$ cat src/rtl/mem_port_arbiter.sv
// ============================================================================
// Module   : mem_port_arbiter
// Purpose  : Shares one memory port between instruction fetch and data stage,
//            with data priority, fetch anti-starvation and access timeout.
// Revision : 1.0
// ============================================================================
`default_nettype none

module mem_port_arbiter #(
    parameter int AW         = 32,
    parameter int DW         = 32,
    parameter int STARVE_MAX = 3,
    parameter int TIMEOUT    = 15
) (
    input  logic          clk,
    input  logic          rst_n,
    input  logic          if_req,
    input  logic [AW-1:0] if_addr,
    input  logic          if_flush,
    output logic          if_done,
    output logic [DW-1:0] if_rdata,
    input  logic          dm_req,
    input  logic          dm_we,
    input  logic [AW-1:0] dm_addr,
    input  logic [DW-1:0] dm_wdata,
    input  logic [3:0]    dm_bmask,
    output logic          dm_done,
    output logic [DW-1:0] dm_rdata,
    output logic          dm_err,
    output logic          mem_req,
    output logic          mem_we,
    output logic [AW-1:0] mem_addr,
    output logic [DW-1:0] mem_wdata,
    output logic [3:0]    mem_bmask,
    input  logic          mem_ack,
    input  logic [DW-1:0] mem_rdata,
    output logic          stall
);

    localparam int SW = (STARVE_MAX < 1) ? 1 : $clog2(STARVE_MAX + 1);
    localparam int TW = (TIMEOUT < 2) ? 1 : $clog2(TIMEOUT + 1);
    localparam logic [SW-1:0] c_skip_max  = SW'(STARVE_MAX);
    localparam logic [TW-1:0] c_tout_last = TW'(TIMEOUT - 1);

    typedef enum logic [1:0] {
        S_IDLE    = 2'd0,
        S_BUSY_IF = 2'd1,
        S_BUSY_DM = 2'd2
    } state_t;

    state_t        r_state, w_state_nxt;
    logic [SW-1:0] r_skip, w_skip_nxt;
    logic [TW-1:0] r_tcnt, w_tcnt_nxt;
    logic          r_cancel, w_cancel_nxt;

    logic          w_mem_req_nxt, w_mem_we_nxt;
    logic [AW-1:0] w_mem_addr_nxt;
    logic [DW-1:0] w_mem_wdata_nxt;
    logic [3:0]    w_mem_bmask_nxt;
    logic          w_if_done_nxt, w_dm_done_nxt, w_dm_err_nxt;
    logic [DW-1:0] w_if_rdata_nxt, w_dm_rdata_nxt;
    logic          w_flushed;
    logic          w_tout;

    assign stall     = (if_req & ~if_done) | (dm_req & ~dm_done);
    assign w_flushed = r_cancel | if_flush;
    assign w_tout    = (r_tcnt == c_tout_last);

    always_ff @(posedge clk or negedge rst_n) begin
        if (!rst_n) begin
            r_state   <= S_IDLE;
            r_skip    <= '0;
            r_tcnt    <= '0;
            r_cancel  <= 1'b0;
            mem_req   <= 1'b0;
            mem_we    <= 1'b0;
            mem_addr  <= '0;
            mem_wdata <= '0;
            mem_bmask <= '0;
            if_done   <= 1'b0;
            if_rdata  <= '0;
            dm_done   <= 1'b0;
            dm_rdata  <= '0;
            dm_err    <= 1'b0;
        end else begin
            r_state   <= w_state_nxt;
            r_skip    <= w_skip_nxt;
            r_tcnt    <= w_tcnt_nxt;
            r_cancel  <= w_cancel_nxt;
            mem_req   <= w_mem_req_nxt;
            mem_we    <= w_mem_we_nxt;
            mem_addr  <= w_mem_addr_nxt;
            mem_wdata <= w_mem_wdata_nxt;
            mem_bmask <= w_mem_bmask_nxt;
            if_done   <= w_if_done_nxt;
            if_rdata  <= w_if_rdata_nxt;
            dm_done   <= w_dm_done_nxt;
            dm_rdata  <= w_dm_rdata_nxt;
            dm_err    <= w_dm_err_nxt;
        end
    end

    always_comb begin
        w_state_nxt     = r_state;
        w_skip_nxt      = r_skip;
        w_tcnt_nxt      = r_tcnt;
        w_cancel_nxt    = r_cancel;
        w_mem_req_nxt   = mem_req;
        w_mem_we_nxt    = mem_we;
        w_mem_addr_nxt  = mem_addr;
        w_mem_wdata_nxt = mem_wdata;
        w_mem_bmask_nxt = mem_bmask;
        w_if_done_nxt   = 1'b0;
        w_dm_done_nxt   = 1'b0;
        w_dm_err_nxt    = 1'b0;
        w_if_rdata_nxt  = if_rdata;
        w_dm_rdata_nxt  = dm_rdata;

        case (r_state)
            S_IDLE: begin
                w_cancel_nxt = 1'b0;
                w_tcnt_nxt   = '0;
                // Data wins ties unless fetch has already been skipped STARVE_MAX times.
                if (if_req && (!dm_req || r_skip == c_skip_max)) begin
                    w_state_nxt     = S_BUSY_IF;
                    w_skip_nxt      = '0;
                    w_mem_req_nxt   = 1'b1;
                    w_mem_we_nxt    = 1'b0;
                    w_mem_addr_nxt  = if_addr;
                    w_mem_wdata_nxt = '0;
                    w_mem_bmask_nxt = 4'hF;
                end else if (dm_req) begin
                    w_state_nxt     = S_BUSY_DM;
                    if (if_req && r_skip != c_skip_max)
                        w_skip_nxt = r_skip + SW'(1);
                    w_mem_req_nxt   = 1'b1;
                    w_mem_we_nxt    = dm_we;
                    w_mem_addr_nxt  = dm_addr;
                    w_mem_wdata_nxt = dm_wdata;
                    w_mem_bmask_nxt = dm_bmask;
                end
            end
            S_BUSY_IF: begin
                if (mem_ack) begin
                    w_state_nxt   = S_IDLE;
                    w_mem_req_nxt = 1'b0;
                    w_cancel_nxt  = 1'b0;
                    if (!w_flushed) begin
                        w_if_done_nxt  = 1'b1;
                        w_if_rdata_nxt = mem_rdata;
                    end
                end else if (w_tout) begin
                    // Fetch timeout is silent: requester still holds if_req and is re-granted.
                    w_state_nxt   = S_IDLE;
                    w_mem_req_nxt = 1'b0;
                    w_cancel_nxt  = 1'b0;
                end else begin
                    w_tcnt_nxt   = r_tcnt + TW'(1);
                    w_cancel_nxt = w_flushed;
                end
            end
            S_BUSY_DM: begin
                if (mem_ack) begin
                    w_state_nxt    = S_IDLE;
                    w_mem_req_nxt  = 1'b0;
                    w_dm_done_nxt  = 1'b1;
                    w_dm_rdata_nxt = mem_rdata;
                end else if (w_tout) begin
                    w_state_nxt    = S_IDLE;
                    w_mem_req_nxt  = 1'b0;
                    w_dm_done_nxt  = 1'b1;
                    w_dm_err_nxt   = 1'b1;
                    w_dm_rdata_nxt = '0;
                end else begin
                    w_tcnt_nxt = r_tcnt + TW'(1);
                end
            end
            default: w_state_nxt = S_IDLE;
        endcase
    end

endmodule

`default_nettype wire

$ cat config.mk
export PLATFORM = sky130hd
export DESIGN_NAME = mem_port_arbiter
export DESIGN_NICKNAME = d
export VERILOG_FILES = /design/src/rtl/mem_port_arbiter.sv
export SDC_FILE = /design/constraint.sdc
export NUM_CORES = 1
export LEC_CHECK = 0
export ABC_AREA = 1
export CAP_MARGIN = 25
export CORE_ASPECT_RATIO = 1.5
export CORE_MARGIN = 10
export CORE_UTILIZATION = 35
export CTS_CLUSTER_DIAMETER = 150
export DETAILED_ROUTE_END_ITERATION = 8
export HOLD_SLACK_MARGIN = 0.02
export PLACE_DENSITY = 0.67
export SLEW_MARGIN = 20
export SYNTH_ARGS = -nofsm -noshare
export SYNTH_HDL_FRONTEND = slang
export SYNTH_SLANG_ARGS = --single-unit
$ cat constraint.sdc
create_clock -name clk -period 1.83 [get_ports clk]
set_input_delay 0.366 -clock clk [delete_from_list [all_inputs] [get_ports clk]]
set_output_delay 0.366 -clock clk [all_outputs]
set_load 0.005 [all_outputs]
==> metrics.txt, run 1 <==
outcome=finished, final reports clean; Crit Path Class=flip-flop to output pin; layout overhead on the synthesized area=58.6%; most frequent cells in the layout=274 x clkdlybuf4s50_1, 174 x inv_1, 161 x nand2_1; Buf+Inv Stages, Crit Path=1; root buffer cell=clkbuf_16; Design Area, Final=10100 um^2; Largest stage delay, worst path=610 ps; Worst-Skew Late Latency=420 ps; Max Root-Sink Buffers=2; core area=17900 um^2; syn_nets=907; Clock Pin Slew Worst Setup and Hold Paths=70 ps; wire per inst=16.0 um; total count of hold-check failures in the final report=0; Max VDD drop=0.000803 V; Post-CTS Setup Inserts=0; mean cell area of the mapped netlist=8.38 um^2; vias per cell=4.49; drt initial violations=213; Final Skew=10.8 ps; fin cells=1276; reg2reg start=r_skip[0]; overflow left after global routing=0; Worst-Margin Slew=382 ps; initial core utilization=0.355; detailed-route via count=5735; R2R Setup Slk=310 ps; crit path DAT=1390 ps; most common cell after layout, fill and taps aside=clkdlybuf4s50_1; CTS H-tree depth=4; number of global-route vias before repair=5635; Final setup viols=0; Port-buffer cells=276; CP Cell Sequence=clkdlybuf4s50_1; crit path max fanout=2; max_slew headroom=0.745; worst reg-to-reg path cell count=8; full die area=24100 um^2; worst r2r dst=mem_bmask[2]; DIE WIDTH=130 um; gp weighted congestion=0.761; crit end category=output pin; placed cell count=1242; final routed DRC violation total=0; Detailed Route WL=20.4 mm; post-synthesis cell type count=19; max-slew violation count=0; fmax=570 MHz; final net count=1191; Synth Instances=761; IO Pins=277; critical path data required time=1460 ps; Layout fillers=1626; Mapped Area=6370 um^2; Die H=185 um; Lkg Pwr=4.95 nW; CTS tree=built; Power per Cell Area=1540 nW/um^2; CP delay by family, top=buffers and inverters; area of the multi-input gates=1880 um^2; TritonCTS Buffers=17; initial antenna violation count=1; final period utilization=0.958; drt first pass iters=6; # clock sinks=146; Crit path depth=1; All-Layer GR Usage=0.167; Yosys Warn Count=0; FF+latch area=3650 um^2; largest net degree at the start of global routing=66; crit path max-delay cell type=clkdlybuf4s50_1; sequential share of the synthesized area=0.573; fraction of layout cells with a size suffix above 1=0.0577; hpwl dp=15.3 mm; ANT nets after route=0; Tmin final=1750 ps; HP Class=input pin to async pin; Yosys reg bits=146; RSZ-0062 raised after global routing=false; total of max-cap violations=0; critical path launch point type=flip-flop; Post-DP Area=9530 um^2; floorplan row count=60; first-pass GRT wire length=31.3 mm
[worst max path at each step]
stage | from | to | slack, ps
2_1_floorplan | r_state[0] | mem_bmask[0] | 390
3_3_place_gp | if_req | stall | -110
3_5_place_dp | if_req | stall | -110
4_1_cts | mem_addr[17] | mem_addr[17] | 40
5_1_grt | mem_addr[17] | mem_addr[17] | 20
6_report | mem_addr[17] | mem_addr[17] | 80
[layer usage]
metal  track usage  vias to the layer above  wire length, um
li1              -                     2891                -
met1         0.185                     2649             7820
met2         0.281                      181            10300
met3        0.0770                       14             2070
met4        0.0478                        0              257
met5             0                        -                0
[cell type report]
type	instances	share of cell area
clock buffers	19	0.0428
inverters	175	0.0650
flip-flops and latches	146	0.362
clock inverters	13	0.0126
well taps	217	0.0269
repair buffers	302	0.305
diodes	1	0.000248
multi-input cells	403	0.186
[cell usage after synthesis]
master | number | area share
nand3_1 | 74 | 0.058
nor2_1 | 20 | 0.012
o21ai_0 | 126 | 0.099
buf_2 | 15 | 0.012
o22ai_1 | 1 | 0.00098
ha_1 | 7 | 0.014
nand4_1 | 2 | 0.0020
clkbuf_1 | 16 | 0.0094
inv_2 | 1 | 0.00059
o21ai_1 | 7 | 0.0055
buf_6 | 5 | 0.0088
o2bb2ai_1 | 1 | 0.0014
a21oi_2 | 1 | 0.0014
buf_1 | 1 | 0.00059
dfrtp_1 | 146 | 0.57
nand2_1 | 162 | 0.095
a21oi_4 | 1 | 0.0026
inv_1 | 174 | 0.10
xor2_1 | 1 | 0.0014
[worst reg2reg max path, stage by stage, from the launching register on]
cell and delay [ps]:
dfrtp_1 400, ha_1 200, inv_1 90, nand2_1 70, nand2_2 90, buf_4 210
nand2_1 190, nor2_1 130, nor2_1 50
[logic make-up after synthesis]
kind of cell,count (synthesis),synth area share
DFF,146,0.573
and+or+nand+nor,258,0.167
xor gates and xnor gates,1,0.00137
AOI/OAI and AO/OA,137,0.111
buffers and inverters,212,0.134
adders and majority gates,7,0.0137
[power breakdown]
part           total (mW)  internal [mW]  leakage [nW]  switching [mW]
Clock                3.35           1.89         0.254            1.45
Combinational        6.68           3.79          2.87            2.90
Sequential           5.51           4.72          1.83           0.792
Total                15.5           10.4          4.95            5.14
[repair_timing]
action	CTS	global route
gates resized for setup	1	0
hold endpoints to repair	27	0
endpoints found under the setup margin	1	0
hold buffers	1	0
[state kept, by name, indices dropped and copies added, names as in the netlist]
| register | cells |
|---|---|
| dm_err | 1 |
| if_rdata | 32 |
| mem_we | 1 |
| r_tcnt | 4 |
| dm_rdata | 32 |
| r_skip | 2 |
| mem_bmask | 4 |
| mem_wdata | 32 |
| if_done | 1 |
| dm_done | 1 |
| r_state | 2 |
| r_cancel | 1 |
| mem_addr | 32 |
| mem_req | 1 |
[stage by stage]
stage | utilization | hold WS (ps) | power, mW | worst slack [ps] | setup TNS, ps
3_5_place_dp | 0.531 | 297 | 12.4 | -107 | -196
5_1_grt | 0.563 | 409 | 16.7 | 15.9 | 0
2_1_floorplan | - | 70.4 | 7.99 | 389 | 0
4_1_cts | 0.563 | 408 | 15.8 | 41.2 | 0
6_report | 0.563 | 411 | 15.5 | 76.0 | 0
3_3_place_gp | 0.531 | 291 | 12.3 | -107 | -107
(Power assumes the default switching activity.)
==> run 2: changes to the inputs <==
Settings changed: CAP_MARGIN 25 to 30, REMOVE_ABC_BUFFERS from default to 1.
==> metrics.txt, run 2 (synthesis gave the netlist of run 1 again) <==
Psw=5.18 mW (was 5.14 mW); DIE WIDTH=130 um (unchanged); WHS=355 ps (was 411 ps); Worst-Margin Slew=337 ps (was 382 ps); drt first pass iters=5 (was 6); critical path data required time=1460 ps (about the same); crit path max fanout=2 (unchanged); Internal=10.6 mW (was 10.4 mW); full die area=24100 um^2 (unchanged); Clock Pin Slew Worst Setup and Hold Paths=60 ps (was 70 ps); Detailed Route WL=20.8 mm (was 20.4 mm); IO Pins=277 (unchanged); total count of hold-check failures in the final report=0 (unchanged); crit end category=output pin (unchanged); Max Root-Sink Buffers=2 (unchanged); CP delay by family, top=buffers and inverters (unchanged); worst r2r dst=mem_addr[7] (was mem_bmask[2]); Tmin final=1720 ps (was 1750 ps); worst reg-to-reg path cell count=8 (unchanged); Final Util=0.569 (was 0.563); Power per Cell Area=1550 nW/um^2 (was 1540 nW/um^2); RSZ-0062 raised after global routing=false (unchanged); crit path max-delay cell type=clkdlybuf4s50_1 (unchanged); gp weighted congestion=0.806 (was 0.761); detailed-route via count=5841 (was 5735); core area=17900 um^2 (unchanged); Max VDD drop=0.000797 V (was 0.000803 V); GRT Max-Usage Layer=met2 (unchanged); M2 GR Usage=0.286 (was 0.281); Final Skew=9.13 ps (was 10.8 ps); M3 GR Usage=0.0758 (was 0.0770); HP Class=input pin to flip-flop (was input pin to async pin); R2R Setup Slk=300 ps (was 310 ps); TritonCTS Buffers=17 (unchanged); most frequent cells in the layout=273 x clkdlybuf4s50_1, 174 x inv_1, 161 x nand2_1 (was 274 x clkdlybuf4s50_1, 174 x inv_1, 161 x nand2_1); total of max-cap violations=0 (unchanged); final routed DRC violation total=0 (unchanged); hpwl dp=15.5 mm (was 15.3 mm); fraction of layout cells with a size suffix above 1=0.0622 (was 0.0577); clock share of power=0.220 (was 0.215); All-Layer GR Usage=0.171 (was 0.167); final net count=1194 (was 1191); drt initial violations=361 (was 213); wire per inst=16.2 um (was 16.0 um); min-delay src=if_req; Port-buffer cells=276 (unchanged); # clock sinks=146 (unchanged); Logic pwr share=0.432 (was 0.430); critical path launch point type=flip-flop (unchanged); reg2reg start=r_state[0] (was r_skip[0]); M1 GR Usage=0.190 (was 0.185); CTS H-tree depth=4 (unchanged); initial core utilization=0.355 (unchanged); fmax=583 MHz (was 570 MHz); Worst-Skew Late Latency=420 ps (about the same); sequential power share=0.349 (was 0.355); Sw Ratio=0.328 (was 0.331); Die H=185 um (unchanged); root buffer cell=clkbuf_16 (unchanged); final period utilization=0.937 (was 0.958); first-pass GRT wire length=32.1 mm (was 31.3 mm); CP Cell Sequence=clkdlybuf4s50_1 (unchanged); CP Capture Point=if_done (was mem_addr[17]); Lkg Pwr=5.02 nW (was 4.95 nW); largest net degree at the start of global routing=66 (unchanged); overflow left after global routing=0 (unchanged); Largest stage delay, worst path=530 ps (was 610 ps); max-slew violation count=0 (unchanged); CP Launch Point=if_done (was mem_addr[17]); most common cell after layout, fill and taps aside=clkdlybuf4s50_1 (unchanged); outcome=finished, final reports clean (unchanged); Crit Path Class=flip-flop to output pin (unchanged); CTS tree=built (unchanged); max_slew headroom=0.775 (was 0.745); crit path DAT=1350 ps (was 1390 ps); Buf+Inv Stages, Crit Path=1 (unchanged); Final setup viols=0 (unchanged); Post-CTS Setup Inserts=0 (unchanged); ANT nets after route=0 (unchanged); Crit path depth=1 (unchanged); number of global-route vias before repair=5749 (was 5635); floorplan row count=60 (unchanged); vias per cell=4.57 (was 4.49); initial antenna violation count=0 (was 1); layout overhead on the synthesized area=60.1% (was 58.6%)
[run 2: changes by cell type in the layout (fill, tap and decap cells not counted), sizes merged]
cell           before  now
clkinv              1    5
buf                26   29
clkbuf             19   18
inv               180  179
clkdlybuf4s50     274  273
dlymetal6s2s        0    1
clkinvlp            6    3
bufinv              1    2
[run 2: worst min path at each step]
| stage | endpoint | depth (start not counted) |
|---|---|---|
| finish | r_skip[0] | 4 |
| global route | r_skip[1] | 4 |
| CTS | mem_addr[18] | 2 |
| detailed placement | mem_addr[18] | 1 |
| global placement | mem_addr[18] | 1 |
| floorplan | dm_done | 0 |
[run 2: per-stage QoR]
| step | cell area [um^2] | TNS [ps] | total power [mW] | setup slack, ps | std cells |
|---|---|---|---|---|---|
| after CTS | 10200 | 0 | 16.1 | 14.7 | 1278 |
| final | 10200 | 0 | 15.8 | 115 | 1279 |
| after detailed placement | 9600 | -2740 | 12.5 | -341 | 1245 |
| after global routing | 10200 | 0 | 17.0 | 31.3 | 1278 |
| after floorplan | 6180 | -60630 | 7.78 | -964 | 724 |
| after global placement | 9600 | -748 | 12.3 | -330 | 1245 |
[run 2: what timing repair did]
| item | 4_1_cts | 5_1_grt |
|---|---|---|
| endpoints found under the setup margin | 1 | 1 |
| pin swaps | 0 | 0 |
| hold buffers | 1 | 0 |
| cloned | 0 | 0 |
| gates resized for setup | 2 | 1 |
| hold endpoints to repair | 27 | 0 |
[run 2: power groups by stage]
stage               combinational [mW]  clock, mW  sequential (mW)
detailed placement                6.93          0             5.54
finish                            6.81       3.47             5.50
floorplan                         2.13          0             5.65
CTS                               6.98       3.57             5.51
global placement                  6.82          0             5.50
global route                      7.57       3.70             5.70
[run 2: routing by layer]
layer  up-vias  wire, um
met2       192     10500
met3        19      2200
li1       2899         -
met5         -         0
met1      2731      7860
met4         0       242
[run 2: cell type report]
type,count,area (um^2)
tap,217,272
fill,1641,7740
clock buffer,18,429
antenna,1,2.50
inverter,175,657
timing repair buffer,305,3150
sequential,146,3650
clock inverter,14,154
multi-input combinational,403,1890
